$ cat src/rtl/ultrasonic_ranger.sv
// HC-SR04 style ranger: periodic/one-shot trigger, echo width capture, Avalon-MM register view.
// Reads return one cycle after s_cs&s_read; no wait states; writes land the following cycle.
module ultrasonic_ranger #(
    parameter int unsigned TRIG_CYCLES    = 500,
    parameter int unsigned TIMEOUT_CYCLES = 1_500_000,
    parameter int unsigned DEFAULT_PERIOD = 3_000_000
) (
    input  logic        clk,
    input  logic        reset,
    input  logic        s_cs,
    input  logic        s_read,
    input  logic        s_write,
    input  logic [2:0]  s_address,
    input  logic [31:0] s_writedata,
    output logic [31:0] s_readdata,
    output logic        trig,
    input  logic        echo
);
    typedef enum logic [2:0] {IDLE, TRIG, WAIT_RISE, MEASURE, HOLDOFF} state_t;

    localparam logic [21:0] W_MAX     = 22'h3FFFFF;
    localparam logic [23:0] P_MAX     = 24'hFFFFFF;
    localparam logic [31:0] TRIG_LAST = 32'(TRIG_CYCLES - 1);
    localparam logic [31:0] TMO_LAST  = 32'(TIMEOUT_CYCLES - 1);

    state_t      r_state, w_state_nxt;
    logic [31:0] r_cnt;
    logic [21:0] r_width;
    logic [23:0] r_pcnt;
    logic [23:0] r_period;
    logic        r_enable, r_start;
    logic [21:0] r_dist;
    logic        r_tmo, r_new;
    logic [15:0] r_count;
    logic [31:0] r_readdata;
    logic        r_echo_meta, r_echo_sync, r_echo_prev;

    logic        w_bus_wr, w_bus_rd, w_rise, w_fall;
    logic        w_done, w_done_tmo;
    logic [21:0] w_done_width;
    logic        w_unused;

    assign w_bus_wr   = s_cs & s_write;
    assign w_bus_rd   = s_cs & s_read & ~s_write;
    assign w_rise     = r_echo_sync & ~r_echo_prev;
    assign w_fall     = ~r_echo_sync & r_echo_prev;
    assign trig       = (r_state == TRIG);
    assign s_readdata = r_readdata;
    assign w_unused   = ^s_writedata[31:24];

    always_comb begin
        w_state_nxt  = r_state;
        w_done       = 1'b0;
        w_done_tmo   = 1'b0;
        w_done_width = r_width;
        case (r_state)
            IDLE: begin
                if (r_start || (r_enable && (r_pcnt >= r_period)))
                    w_state_nxt = TRIG;
            end
            TRIG: begin
                if (r_cnt == TRIG_LAST)
                    w_state_nxt = WAIT_RISE;
            end
            WAIT_RISE: begin
                if (w_rise) begin
                    w_state_nxt = MEASURE;
                end else if (r_cnt == TMO_LAST) begin
                    w_state_nxt  = HOLDOFF;
                    w_done       = 1'b1;
                    w_done_tmo   = 1'b1;
                    w_done_width = W_MAX;
                end
            end
            MEASURE: begin
                if (w_fall) begin
                    w_state_nxt = HOLDOFF;
                    w_done      = 1'b1;
                end else if (r_width == W_MAX) begin
                    w_state_nxt  = HOLDOFF;
                    w_done       = 1'b1;
                    w_done_tmo   = 1'b1;
                    w_done_width = W_MAX;
                end
            end
            HOLDOFF: w_state_nxt = IDLE;
            default: w_state_nxt = IDLE;
        endcase
    end

    always_ff @(posedge clk or posedge reset) begin
        if (reset) begin
            r_echo_meta <= 1'b0;
            r_echo_sync <= 1'b0;
            r_echo_prev <= 1'b0;
        end else begin
            r_echo_meta <= echo;
            r_echo_sync <= r_echo_meta;
            r_echo_prev <= r_echo_sync;
        end
    end

    always_ff @(posedge clk or posedge reset) begin
        if (reset) begin
            r_state <= IDLE;
            r_cnt   <= '0;
            r_width <= '0;
            r_pcnt  <= '0;
        end else begin
            r_state <= w_state_nxt;
            if ((r_state != w_state_nxt) || (r_state == IDLE))
                r_cnt <= '0;
            else
                r_cnt <= r_cnt + 32'd1;
            // The cycle the rise is seen is already the first high cycle.
            if (r_state == WAIT_RISE && w_rise)
                r_width <= 22'd1;
            else if (r_state == MEASURE && r_echo_sync && r_width != W_MAX)
                r_width <= r_width + 22'd1;
            if (r_state == IDLE && w_state_nxt == TRIG)
                r_pcnt <= '0;
            else if (r_pcnt != P_MAX)
                r_pcnt <= r_pcnt + 24'd1;
        end
    end

    always_ff @(posedge clk or posedge reset) begin
        if (reset) begin
            r_dist  <= '0;
            r_tmo   <= 1'b0;
            r_new   <= 1'b0;
            r_count <= '0;
        end else begin
            if (w_done) begin
                r_dist <= w_done_width;
                r_tmo  <= w_done_tmo;
            end
            // A completion in the same cycle as a DIST read keeps NEW set.
            if (r_state == HOLDOFF)
                r_new <= 1'b1;
            else if (w_bus_rd && s_address == 3'd0)
                r_new <= 1'b0;
            if (r_state == HOLDOFF)
                r_count <= r_count + 16'd1;
        end
    end

    always_ff @(posedge clk or posedge reset) begin
        if (reset) begin
            r_enable   <= 1'b1;
            r_start    <= 1'b0;
            r_period   <= 24'(DEFAULT_PERIOD);
            r_readdata <= '0;
        end else begin
            r_start <= w_bus_wr && (s_address == 3'd1) && s_writedata[1];
            if (w_bus_wr && s_address == 3'd1)
                r_enable <= s_writedata[0];
            if (w_bus_wr && s_address == 3'd2)
                r_period <= s_writedata[23:0];
            if (w_bus_rd) begin
                case (s_address)
                    3'd0:    r_readdata <= {r_tmo, r_new, 8'd0, r_dist};
                    3'd1:    r_readdata <= {31'd0, r_enable};
                    3'd2:    r_readdata <= {8'd0, r_period};
                    3'd3:    r_readdata <= {16'd0, r_count};
                    default: r_readdata <= '0;
                endcase
            end
        end
    end
endmodule
$ cat config.mk
export PLATFORM = sky130hd
export DESIGN_NAME = ultrasonic_ranger
export DESIGN_NICKNAME = d
export VERILOG_FILES = /design/src/rtl/ultrasonic_ranger.sv
export SDC_FILE = /design/constraint.sdc
export NUM_CORES = 1
export LEC_CHECK = 0
export ABC_AREA = 1
export BUFFER_PORTS_ARGS = -buffer_cell sky130_fd_sc_hd__buf_2
export CORE_MARGIN = 8
export CORE_UTILIZATION = 40
export CTS_CLUSTER_DIAMETER = 200
export DETAILED_ROUTE_END_ITERATION = 8
export SETUP_SLACK_MARGIN = 0.4
export SLEW_MARGIN = 20
export SYNTH_ARGS = -nofsm -noshare
export SYNTH_HDL_FRONTEND = slang
export SYNTH_SLANG_ARGS = --single-unit
export TNS_END_PERCENT = 100
$ cat constraint.sdc
create_clock -name clk -period 12.25 [get_ports clk]
set_input_delay 1.225 -clock clk [delete_from_list [all_inputs] [get_ports clk]]
set_output_delay 1.225 -clock clk [all_outputs]
set_load 0.005 [all_outputs]
==> results of run 1 <==
-- power groups by stage --
stage,logic [mW],clock network (mW),registers (mW)
after floorplan,0.147,0,0.659
after global placement,0.181,0,0.666
after detailed placement,0.185,0,0.668
after CTS,0.187,0.586,0.657
after global routing,0.212,0.608,0.662
final,0.183,0.578,0.656
-- layer usage --
metal / GRT usage / share of wire / routed length (um)
met5: 0 / 0 / 0
met2: 0.261 / 0.45 / 10600
met3: 0.0266 / 0.047 / 1090
met1: 0.228 / 0.48 / 11300
met4: 0.0503 / 0.016 / 368
-- metrics by stage --
stage	power (mW)	hold slack [ps]	cells	utilization	instance area [um2]
final	1.42	353	1529	0.451	10800
after detailed placement	0.853	335	1497	0.425	10200
after CTS	1.43	351	1529	0.451	10800
after global placement	0.848	338	1497	0.425	10200
after floorplan	0.806	331	1143	-	9710
after global routing	1.48	358	1529	0.451	10800
-- worst paths after layout --
kind	start	end	slack, ps
worst max register to register	r_period[15]	r_cnt[31]	9190
worst min register to register	r_echo_meta	r_echo_sync	350
max in group asynchronous	reset	r_dist[7]	9980
worst max-delay path	s_address[0]	r_period[16]	9030
worst min-delay path	r_echo_meta	r_echo_sync	350
min in group asynchronous	reset	r_cnt[6]	940
-- cells by family (layout without fill, tap and decap cells) --
kind of cell	after synthesis	in the layout	share of synthesized area
flops	176	176	0.456
compound gates	159	159	0.101
other cells	1	6	0.000387
simple gates	536	536	0.273
buf+inv	178	240	0.0797
fa+ha+maj	28	28	0.0361
xor+xnor	60	60	0.0542
-- flip-flops by register name, indices dropped and copies added (netlist names) --
signal / flops
r_period: 24
r_tmo: 1
r_echo_prev: 1
r_dist: 22
r_enable: 1
s_readdata: 26
r_state: 3
r_echo_meta: 1
r_start: 1
r_echo_sync: 1
r_cnt: 32
r_pcnt: 24
r_width: 22
r_count: 16
r_new: 1
-- synth_stat cells (2+ instances only) --
cell	instances	area, um2
nand2_1	215	807
dfrtp_1	165	4130
inv_1	140	526
nor2_1	129	484
a21oi_1	59	295
nor3_1	52	260
o21ai_0	51	255
xor2_1	47	412
nand3_1	33	165
nor2_4	33	372
nand4_1	32	200
ha_1	28	350
xnor2_1	13	114
clkbuf_1	11	41.3
dfstp_2	11	289
a21oi_2	10	87.6
a221oi_1	9	78.8
nand2_2	9	56.3
nor2_2	8	50.1
a22oi_2	7	87.6
buf_4	7	52.6
nor4_1	7	43.8
buf_2	5	25.0
inv_2	5	18.8
a21o_1	4	30.0
nor3b_1	4	30.0
o22ai_1	4	25.0
buf_12	3	60.1
buf_6	3	33.8
nor3_2	3	30.0
a211oi_1	2	15.0
a22oi_1	2	15.0
a31o_2	2	17.5
buf_1	2	7.51
clkinv_1	2	7.51
nand2_4	2	22.5
nand3_2	2	20.0
nor2_8	2	40.0
o211ai_1	2	15.0
o21a_1	2	15.0
-- final cells by class --
cell class	count	area (um2)
Clock buffer	17	425
Multi-Input combinational cell	789	4520
Timing Repair Buffer	61	310
Sequential cell	176	4420
Inverter	147	559
Clock inverter	15	208
Tap cell	324	405
Fill cell	2416	13200
-- worst max-delay path, stage by stage --
cell      delay (ps)
buf_2            120
nor2_1            60
nand2_1          390
clkinv_1         420
nand2_1          660
buf_4            390
nor2_1           120
a21oi_1          180
==> flow_metrics.tcl, run 1 <==
set metrics [dict create \
    slew_violations 0 \
    drv_cap 0 \
    drt-initial-drc-count 601 \
    routedWlPerCell_um 15.3 \
    grt_overflow_total 0 \
    postSynthCellCount 1138 \
    final.period_utilization 0.263 \
    htreeDepth 4 \
    post_cts_buffers 0 \
    cts-resized-gates 0 \
    via_count 7666 \
    skew_ps 24.0 \
    drtAntennaViolNets 0 \
    std_cell_rows 57 \
    layout.nets 1261 \
    drc 0 \
    netlist_area_um2 9690 \
    grt_pass1_wl_um 38400 \
    synth_ff_type "dfrtp_1" \
    die-area_um2 29500 \
    clock-sinks 176 \
    pre_cts_ws_ps 8550 \
    numCtsBuffers 17 \
    cts_tree "yes" \
    netSwitchingFraction 0.306 \
    synth-async-reset-ratio 1.00 \
    drt_first_pass_iters 5 \
    area_growth_syn_to_layout_pct 11.9 \
    worst-path-max-fanout 29 \
    die_y_um 172 \
    setup_tns_ps 0 \
    ys_warn_count 0 \
    min_path_type "register to register" \
    whs_path_depth 0 \
    endpoint_kind "register" \
    final_cell_mix "nand2_1, dfrtp_1, inv_1" \
    worst_slack_ps 9030 \
    routed_wl_um 23400 \
    vias_per_cell 5.01 \
    grt_use_total 0.165 \
    netlist-cell-type-count 51 \
    critical_path_class "input pin to register" \
    pin_count 74 \
    synth_seq_cells 176 \
    seqPwrFrac 0.463 \
    first_global_vias 7442 \
    required_ps 12600 \
    max_clock_freq_ghz 0.311 \
    hold_viol_final 0 \
    core_area_um2 24000 \
    max_slew.worst_pin.slew_ps 932 \
    worstSetupStartpointType "input pin" \
    fin_crit_ps 3220 \
    clk_pin_slew_ps 70 \
    rsz0062_at_grt "false" \
    setup_viol 0 \
    dp_hpwl_um 17300 \
    yosysSeqAreaShare 0.456 \
    ff2ff_path_depth 15 \
    avgSynthCellArea_um2 8.52 \
    clock_power_share 0.408 \
    diodes 0 \
    portBuffers 59 \
    irDropWorstVdd_mv 0.0935 \
    antenna_found_initial 0 \
    cts-root-buf "clkbuf_16" \
    gp_congestion 0.831 \
    final_common_cell "nand2_1" \
    status "completed" \
    leakage_nw 5.14 \
    start_util 0.403 \
    grt_max_degree 112 \
    maxSlewHeadroom 0.379 \
    worst_skew_pair.late_latency_ps 450 \
    p_int_uw 984 \
    ctsHoldBuffers 0 \
    clock_path_buffers 2 \
    p_switching_uw 434 \
    arrival_ps 3570 \
    combPwrFrac 0.129 \
    chipWidth_um 172 \
    synth-edff-count 0 \
    drive_above_1_share 0.161 \
    cellPowerDensity_nw_per_um2 131 \
]
Note: power is estimated with default switching activity, not from simulation.
==> run 2: changes to the inputs <==
==> constraint.sdc (replaced) <==
create_clock -name clk -period 3.1 [get_ports clk]
set_input_delay 0.31 -clock clk [delete_from_list [all_inputs] [get_ports clk]]
set_output_delay 0.31 -clock clk [all_outputs]
set_load 0.005 [all_outputs]
==> run 2 against run 1 <==
Clock skew fell by 7.4 ps. Non-clock buffer count grew 35. Setup slack lost 8300 ps. Combinational power grew to 4.6 times the previous value. Worst hold slack got worse by 240 ps. Flip-flop and latch count stayed put. Critical path depth up 9. Sequential power grew to 4.0 times the previous value. Sequential share of layout area fell by 0.99 points. Die area is the same. Critical endpoint is now r_cnt[23]. Largest power group unchanged.
==> flow_metrics.tcl, run 2 (synthesis gave the netlist of run 1 again) <==
set metrics [dict create \
    min_path_type "input pin to register" \
    portBuffers 59 \
    dp_hpwl_um 17800 \
    clock-sinks 176 \
    die-area_um2 29500 \
    drtAntennaViolNets 0 \
    post-route-util 0.463 \
    chipWidth_um 172 \
    maxSlewHeadroom 0.601 \
    skew_ps 16.6 \
    cts_tree "yes" \
    regMostFlops "r_cnt" \
    cellPowerDensity_nw_per_um2 505 \
    drt_first_pass_iters 7 \
    cts-root-buf "clkbuf_16" \
    irDropWorstVdd_mv 0.318 \
    arrival_ps 2730 \
    grt_overflow_total 0 \
    routed_wl_um 23700 \
    drv_cap 0 \
    drive_above_1_share 0.182 \
    final_cell_mix "nand2_1, dfrtp_1, inv_1" \
    ff2ff_setup_slack_ps 690 \
    worstSetupStartpointType "register" \
    slew_violations 0 \
    numCtsBuffers 17 \
    grt_max_degree 88 \
    final.period_utilization 0.778 \
    die_y_um 172 \
    slowest_delay_ps 520 \
    antenna_found_initial 0 \
    status "completed" \
    routedWlPerCell_um 15.1 \
    setup_tns_ps 0 \
    hold_viol_final 0 \
    gp_congestion 0.883 \
    critPathSlowestCell "dfstp_2" \
    rsz0062_at_grt "false" \
    grt_use_total 0.167 \
    crit_top_cell "nand2_1" \
    core_area_um2 24000 \
    std_cell_rows 57 \
    required_ps 3410 \
    setup_viol 0 \
    endpoint_kind "register" \
    worst_slack_ps 687 \
    diodes 0 \
    worst_skew_pair.late_latency_ps 440 \
    via_count 7691 \
    clock_path_buffers 2 \
    path_cells "inv_1 > ha_1 > nand2_1 > nor2_1 > nand3_1 > nor3_2 > nand3_1 > nand2_1 > nand2_1 > nand2_1 > nand2_2 > nand2_2 > nand2_2 > nand2_4 > buf_12 > buf_4 > nor2_4" \
    leakage_nw 5.29 \
    htreeDepth 4 \
    largest_reg_flops 32 \
    first_global_vias 7585 \
    critical_path_class "register to register" \
    pin_count 74 \
    layout.nets 1296 \
    drc 0 \
    start_util 0.403 \
    drt-initial-drc-count 656 \
    final_common_cell "nand2_1" \
    pre_cts_ws_ps 424 \
    max_slew.worst_pin.slew_ps 597 \
    max_clock_freq_ghz 0.414 \
    clk_pin_slew_ps 80 \
    area_growth_syn_to_layout_pct 14.7 \
    grt_pass1_wl_um 39100 \
    fin_crit_ps 2410 \
    worst-path-max-fanout 18 \
    vias_per_cell 4.92 \
]
## run 2: cell types whose count changed in the layout (fill, tap and decap cells not counted), moves of 2 or more
| cell | change |
|---|---|
| buf_12 | +3 |
| buf_4 | +29 |
| dlygate4sd3_1 | +2 |
| clkinv_8 | -3 |
| inv_6 | +2 |
## run 2: area by class of cell
| class | instances | area (um2) |
|---|---|---|
| Tap cell | 324 | 405 |
| Clock buffer | 18 | 429 |
| Timing Repair Buffer | 96 | 619 |
| Clock inverter | 14 | 165 |
| Multi-Input combinational cell | 789 | 4530 |
| Sequential cell | 176 | 4420 |
| Inverter | 147 | 556 |
| Fill cell | 2387 | 12900 |
## run 2: where the power goes
group          switching (mW)  internal (mW)
sequential              0.127           2.47
combinational           0.502          0.340
clock                    1.03           1.16
## run 2: timing repair
| item | 4_1_cts | 5_1_grt |
|---|---|---|
| hold endpoints to repair | 21 | 0 |
| buffers inserted | 0 | 19 |
| endpoints found under the setup margin | 0 | 40 |
| gates resized for setup | 0 | 6 |
| hold buffers | 2 | 0 |
## run 2: path summary, 6_finish.rpt
path / start / end / cells after the start
worst max-delay path: r_period[21] / r_cnt[23] / 17
worst min-delay path: s_writedata[7] / r_period[7] / 3
worst max register to register: r_period[21] / r_cnt[23] / 17
worst min register to register: r_echo_meta / r_echo_sync / 0
max in group asynchronous: reset / r_period[15] / 4
min in group asynchronous: reset / r_cnt[9] / 3
## run 2: critical path, delay by kind of cell (launching register included)
family / cells / cell delay [ps]
adder cells (fa/ha/maj): 1 / 290
buffers and inverters: 3 / 340
flip-flops: 1 / 520
AND/OR/NAND/NOR: 13 / 1150
## run 2: through the flow
stage | instance area (um2) | hold WS (ps) | std cells | power [mW]
final | 11100 | 114 | 1564 | 5.62
after global placement | 10300 | 333 | 1511 | 3.38
after CTS | 11000 | 103 | 1545 | 5.59
after floorplan | 9710 | 331 | 1143 | 3.19
after global routing | 11100 | 111 | 1564 | 5.91
after detailed placement | 10300 | 336 | 1511 | 3.39
## run 2: per-layer routing
metal  routed length, um  GRT usage
met1               11600      0.232
met2               10800      0.268
met3                1120     0.0324
met4                 204     0.0333
met5                   0          0
